**src/rtl/pingpong_ball_ctrl_if.sv**
```systemverilog
// Ping-pong ball controller bus: next-state input, new-game request and
// all game outputs grouped so the controller and its consumers share one bundle.
interface pingpong_ball_ctrl_if;
  logic [5:0] ns;
  logic       clr;
  logic [5:0] cs;
  logic [5:0] led;
  logic       tick;
  logic [3:0] score_l;
  logic [3:0] score_r;
  logic       game_over;
  logic       winner;

  // Master drives ns/clr and observes the game state.
  modport master (
    output ns, clr,
    input  cs, led, tick, score_l, score_r, game_over, winner
  );

  // Slave is the ball controller itself.
  modport slave (
    input  ns, clr,
    output cs, led, tick, score_l, score_r, game_over, winner
  );
endinterface

```
**src/rtl/pingpong_ball_ctrl.sv**
```systemverilog
// Ping-pong ball controller: game tick divider, current-state register fed back
// to the next-state logic, exit detection, scoring and winner declaration.
// Optional macro PINGPONG_POINT_FLASH_EN: flash all LEDs once per tick in POINT.
module pingpong_ball_ctrl #(
  parameter int unsigned TICK_DIV    = 12500000,
  parameter int unsigned POINT_TICKS = 4,
  parameter int unsigned WIN_SCORE   = 7
) (
  input logic                 clk,
  input logic                 rst_n,
  pingpong_ball_ctrl_if.slave bus
);

  localparam int unsigned TickW  = $clog2(TICK_DIV);
  localparam int unsigned PointW = $clog2(POINT_TICKS + 1);
  localparam logic [TickW-1:0]  TickLast  = TickW'(TICK_DIV - 1);
  localparam logic [PointW-1:0] PointLast = PointW'(POINT_TICKS - 1);
  localparam logic [3:0]        WinScore  = 4'(WIN_SCORE);

  typedef enum logic [1:0] {StRun, StPoint, StOver} state_e;

  state_e              state_q, state_d;
  logic [TickW-1:0]    cnt_q, cnt_d;
  logic                tick_q, tick_d;
  logic [PointW-1:0]   pt_q, pt_d;
  logic [5:0]          cs_q, cs_d;
  logic [3:0]          score_l_q, score_l_d;
  logic [3:0]          score_r_q, score_r_d;
  logic                game_over_q, game_over_d;
  logic                winner_q, winner_d;
  logic [5:0]          point_led;

  // Free-running tick divider; tick_q is high while the counter sits at its last value.
  always_comb begin
    cnt_d  = (cnt_q == TickLast) ? '0 : cnt_q + 1'b1;
    tick_d = (cnt_d == TickLast);
  end

  // Game FSM next-state, scoring and current-state load; clr overrides everything.
  always_comb begin
    state_d     = state_q;
    pt_d        = pt_q;
    cs_d        = cs_q;
    score_l_d   = score_l_q;
    score_r_d   = score_r_q;
    game_over_d = game_over_q;
    winner_d    = winner_q;
    case (state_q)
      StRun: begin
        if (tick_q) begin
          cs_d = bus.ns;
          if (cs_q == 6'b000001 && bus.ns == 6'b000000) begin
            score_l_d = score_l_q + 4'd1;
            if (score_l_d == WinScore) begin
              state_d     = StOver;
              game_over_d = 1'b1;
              winner_d    = 1'b1;
            end else begin
              state_d = StPoint;
              pt_d    = '0;
            end
          end else if (cs_q == 6'b100000 && bus.ns == 6'b000000) begin
            score_r_d = score_r_q + 4'd1;
            if (score_r_d == WinScore) begin
              state_d     = StOver;
              game_over_d = 1'b1;
              winner_d    = 1'b0;
            end else begin
              state_d = StPoint;
              pt_d    = '0;
            end
          end
        end
      end
      StPoint: begin
        cs_d = '0;
        if (tick_q) begin
          if (pt_q == PointLast) begin
            state_d = StRun;
          end else begin
            pt_d = pt_q + 1'b1;
          end
        end
      end
      StOver: begin
        cs_d = '0;
      end
      default: begin
        state_d = StRun;
        cs_d    = '0;
      end
    endcase
    if (bus.clr) begin
      state_d     = StRun;
      pt_d        = '0;
      cs_d        = '0;
      score_l_d   = '0;
      score_r_d   = '0;
      game_over_d = 1'b0;
      winner_d    = 1'b0;
    end
  end

  // State registers.
  always_ff @(posedge clk or negedge rst_n) begin
    if (!rst_n) begin
      state_q     <= StRun;
      cnt_q       <= '0;
      tick_q      <= 1'b0;
      pt_q        <= '0;
      cs_q        <= '0;
      score_l_q   <= '0;
      score_r_q   <= '0;
      game_over_q <= 1'b0;
      winner_q    <= 1'b0;
    end else begin
      state_q     <= state_d;
      cnt_q       <= cnt_d;
      tick_q      <= tick_d;
      pt_q        <= pt_d;
      cs_q        <= cs_d;
      score_l_q   <= score_l_d;
      score_r_q   <= score_r_d;
      game_over_q <= game_over_d;
      winner_q    <= winner_d;
    end
  end

`ifdef PINGPONG_POINT_FLASH_EN
  logic flash_q, flash_d;

  // Flash phase: lit on POINT entry, toggled on every tick while in POINT.
  always_comb begin
    flash_d = flash_q;
    if (bus.clr) begin
      flash_d = 1'b0;
    end else if (state_q != StPoint && state_d == StPoint) begin
      flash_d = 1'b1;
    end else if (state_q == StPoint && tick_q) begin
      flash_d = ~flash_q;
    end
  end

  // Flash phase register.
  always_ff @(posedge clk or negedge rst_n) begin
    if (!rst_n) begin
      flash_q <= 1'b0;
    end else begin
      flash_q <= flash_d;
    end
  end

  assign point_led = {6{flash_q}};
`else
  assign point_led = 6'b000000;
`endif

  // LED decode from registered state.
  always_comb begin
    bus.led = 6'b000000;
    case (state_q)
      StRun:   bus.led = cs_q;
      StPoint: bus.led = point_led;
      StOver:  bus.led = winner_q ? 6'b111000 : 6'b000111;
      default: bus.led = 6'b000000;
    endcase
  end

  assign bus.cs        = cs_q;
  assign bus.tick      = tick_q;
  assign bus.score_l   = score_l_q;
  assign bus.score_r   = score_r_q;
  assign bus.game_over = game_over_q;
  assign bus.winner    = winner_q;

endmodule
```
**src/flat_wrapper.sv**
```systemverilog
// flat-port wrapper written by rule: the top's interface ports become plain ports
module pingpong_ball_ctrl_flat 
#(
  parameter int unsigned TICK_DIV    = 12500000,
  parameter int unsigned POINT_TICKS = 4,
  parameter int unsigned WIN_SCORE   = 7
)
  (clk, rst_n, bus_ns, bus_clr, bus_cs, bus_led, bus_tick, bus_score_l, bus_score_r, bus_game_over, bus_winner);
  pingpong_ball_ctrl_if bus_i ();
  input logic clk;
  input logic rst_n;
  input wire logic [$bits(bus_i.ns)-1:0] bus_ns;
  input wire logic [$bits(bus_i.clr)-1:0] bus_clr;
  output wire logic [$bits(bus_i.cs)-1:0] bus_cs;
  output wire logic [$bits(bus_i.led)-1:0] bus_led;
  output wire logic [$bits(bus_i.tick)-1:0] bus_tick;
  output wire logic [$bits(bus_i.score_l)-1:0] bus_score_l;
  output wire logic [$bits(bus_i.score_r)-1:0] bus_score_r;
  output wire logic [$bits(bus_i.game_over)-1:0] bus_game_over;
  output wire logic [$bits(bus_i.winner)-1:0] bus_winner;
  assign bus_i.ns = bus_ns;
  assign bus_i.clr = bus_clr;
  assign bus_cs = bus_i.cs;
  assign bus_led = bus_i.led;
  assign bus_tick = bus_i.tick;
  assign bus_score_l = bus_i.score_l;
  assign bus_score_r = bus_i.score_r;
  assign bus_game_over = bus_i.game_over;
  assign bus_winner = bus_i.winner;
  pingpong_ball_ctrl #(.TICK_DIV(TICK_DIV), .POINT_TICKS(POINT_TICKS), .WIN_SCORE(WIN_SCORE)) u_core (.clk(clk), .rst_n(rst_n), .bus(bus_i));
endmodule
```
**config.mk**
```make
export PLATFORM = sky130hd
export DESIGN_NAME = pingpong_ball_ctrl_flat
export DESIGN_NICKNAME = d
export VERILOG_FILES = /design/src/rtl/pingpong_ball_ctrl_if.sv /design/src/rtl/pingpong_ball_ctrl.sv /design/src/flat_wrapper.sv
export SDC_FILE = /design/constraint.sdc
export NUM_CORES = 1
export LEC_CHECK = 0
export BUFFER_PORTS_ARGS = -buffer_cell sky130_fd_sc_hd__buf_2
export CAP_MARGIN = 10
export CORE_MARGIN = 4
export CORE_UTILIZATION = 30
export DETAILED_ROUTE_END_ITERATION = 10
export PLACE_DENSITY = 0.58
export SLEW_MARGIN = 20
export SYNTH_ARGS = -nofsm -noshare
export SYNTH_HDL_FRONTEND = slang
export SYNTH_SLANG_ARGS = --single-unit
export TNS_END_PERCENT = 30
```
**constraint.sdc**
```tcl
create_clock -name clk -period 2.85 [get_ports clk]
set_clock_uncertainty 0.2 [all_clocks]
set_input_delay 0.1425 -clock clk [delete_from_list [all_inputs] [get_ports clk]]
set_output_delay 0.1425 -clock clk [all_outputs]
set_load 0.01 [all_outputs]
```
==> out/metrics.yaml <==
drc: 0
crit_path_end_kind: "register"
p_per_area_nw_per_um2: 356.3
netlist_instances: 270
initial_core_util: 0.3154
ys_warn_count: 0
ant_nets: 0
synth_simple_gate_area_frac: 0.2929
fp.dieW_um: 101.9
async_flop_share: 1.000
path_clk_slew_ns: 0.10
dpl.hpwl_mm: 3.915
grt-ovfl-total: 0
grtUsageTotal: 0.1112
synth_top_family_by_area: "simple AND/OR/NAND/NOR gates"
fin_setup_tns_ns: 0
cts_setup_buffers: 0
fin_crit_sh: 0.8411
tightest_slew_ns: 0.7020
yosys-top-cells-count: "dfrtp_1, nor2_1, nand2_1"
max_slew_margin: 0.5277
muxShareOfSynthArea: 0.03455
antenna_found_initial: 0
cp_num_buf_inv: 2
finalSetupViolCount: 0
nets: 325
synth.cell_area_sq_um: 2644
worstSkewPairLatency_ns: 0.31
yosys.area_share.adder: 0.03313
worst-path-max-fanout: 5
start_kind: "input pin"
tritoncts: "done"
hold_slack_ns: 0.1804
routed_wl_mm: 5.498
cts-root-buf: "clkbuf_8"
seq_area_frac_synth: 0.4354
synth_most_common_cell: "dfrtp_1"
vias: 2063
synthXorXnorAreaFrac: 0.09276
drv_cap: 0
die_h_um: 101.9
grt_max_degree: 47
worstHoldPathType: "in -> async"
io_buffers: 31
fin_util: 0.3674
synth_area_leader_cell: "dfrtp_1"
critPathTopFamily: "simple AND/OR/NAND/NOR gates"
status: "completed"
gp_congestion: 0.7749
grt_pass1_vias: 2007
cp.arrival_ns: 2.39
leakage_uw: 0.001417
drive_above_1_share: 0.1871
max_freq_mhz: 417.2
slowest_stage: "nor4_1"
cts_buffers: 5
ir_worst_vdd_mv: 0.2013
cts_sinks: 46
ys_ff_latch: 46
dr.pass1.iters: 4
via_per_inst: 4.971
slew_violations: 0
synth_area_leaders: "dfrtp_1, nor2_1, xnor2_1"
ioPinCount: 32
grt_pass1_wl_mm: 9.294
critPathKind: "in -> reg"
grt_setup_unrepaired: "false"
ys.flop_type: "dfrtp_1"
wire_per_inst_um: 13.25
synth_cell_types: 50
num_rows: 33
netlist.area_leader.share: 0.4354
drt-initial-drc-count: 57
post-route-min-period_ns: 2.397
n_antenna_cell: 0
cp_data_required_time_ns: 2.84
synth_edf_count: 0
h-tree-depth: 2
worst_path_largest_cell_delay_ns: 0.63
synth_compound_area_frac: 0.08093
core-area_sq_um: 8382
cp_cell_sequence: "dlygate4sd3_1, buf_2, nor4_1, a41oi_1, a32o_1, nand2b_1, nand2_1, mux2_2"
cts.path.max_buffers: 2
report.final.hold_viol_count: 0
syn_nets: 286
die-area_sq_um: 10380
syn_avg_cell_area_sq_um: 9.792
areaGrowthSynthToFinish_pct: 16.47
[worst paths after layout]
kind                                            start  cells past startpoint                           endpoint  slack (ns)
min in group clk           u_core.pt_q[2]$_DFFE_PN0P_                      1         u_core.pt_q[2]$_DFFE_PN0P_        0.31
hold / removal                                  rst_n                      2  u_core.bus.score_l[2]$_DFFE_PN0P_        0.18
hold reg to reg            u_core.pt_q[2]$_DFFE_PN0P_                      1         u_core.pt_q[2]$_DFFE_PN0P_        0.31
setup reg to reg            u_core.cnt_q[0]$_DFF_PN0_                      7          u_core.bus.tick$_DFF_PN0_        0.57
setup / recovery                            bus_ns[4]                      8         u_core.pt_q[0]$_DFFE_PN0P_        0.45
max in group asynchronous                       rst_n                      2         u_core.cnt_q[13]$_DFF_PN0_        1.86
[report_power, final]
part | leakage, uW | switching, uW | internal [uW]
clock network | 0.0000441 | 236 | 173
logic | 0.000744 | 23.1 | 13.4
registers | 0.000628 | 0.0000000000000663 | 652
[placed cells by master, fill, tap and decap left out, drive strengths merged, types with 3 or more instances in the layout]
cell type	count
xnor2	15
buf	33
dlygate4sd3	8
and3	4
nor2	37
ha	7
nor4	8
nand2b	9
xor2	13
nor3	4
nand3	13
a21oi	12
mux2i	8
clkbuf	5
inv	11
or3	3
nor2b	5
and4	5
nand2	20
nand4b	4
dfrtp	46
nand4	9
[stage by stage]
stage,area [sq um],power (uW),instances,setup slack (ns)
5_1_grt,3079,1149,415,0.3315
6_report,3079,1097,415,0.4529
3_3_place_gp,2907,693.8,399,0.5570
3_5_place_dp,2907,694.2,399,0.5647
2_1_floorplan,2644,671.9,270,0.8073
4_1_cts,3077,1118,415,0.4341
[metal layers]
metal	track usage	wire length, um	part of all wire	vias up
li1	-	-	-	1026
met1	0.1461	2693	0.49	985
met2	0.1846	2447	0.45	44
met3	0.02594	302	0.055	8
met4	0.03027	55	0.010	0
met5	0	0	0	-
[worst register-to-register path: cells and delay by family (launching register included)]
| kind | cells | cell delay (ns) |
|---|---|---|
| and+or+nand+nor | 5 | 1.12 |
| DFF | 1 | 0.47 |
| adders and majority gates | 1 | 0.25 |
| xor gates and xnor gates | 1 | 0.16 |
[state kept, by name, indices dropped and copies added (netlist names)]
| register | cells |
|---|---|
| u_core.state_q | 2 |
| u_core.bus.score_l | 4 |
| u_core.bus.tick | 1 |
| u_core.bus.winner | 1 |
| u_core.pt_q | 3 |
| u_core.bus.game_over | 1 |
| u_core.bus.score_r | 4 |
| u_core.bus.cs | 6 |
| u_core.cnt_q | 24 |
[area by class of cell]
| cell class | instances | area [sq um] |
|---|---|---|
| Sequential cell | 46 | 1151 |
| Inverter | 11 | 41.29 |
| Clock inverter | 3 | 21.27 |
| Clock buffer | 5 | 68.82 |
| Tap cell | 105 | 131.4 |
| Timing Repair Buffer | 41 | 252.7 |
| Fill cell | 861 | 5303 |
| Multi-Input combinational cell | 204 | 1413 |
[cell families after synthesis]
| group | after synthesis |
|---|---|
| flops | 46 |
| mux | 9 |
| buf+inv | 20 |
| fa+ha+maj | 7 |
| simple gates | 129 |
| xor+xnor | 28 |
| compound gates | 31 |
[timing repair]
| item | in CTS | in global routing |
|---|---|---|
| resized for setup | 0 | 0 |
| endpoints found under the hold margin | 62 | 0 |
| hold buffers | 8 | 0 |
Power figures use the tool's default switching activity.
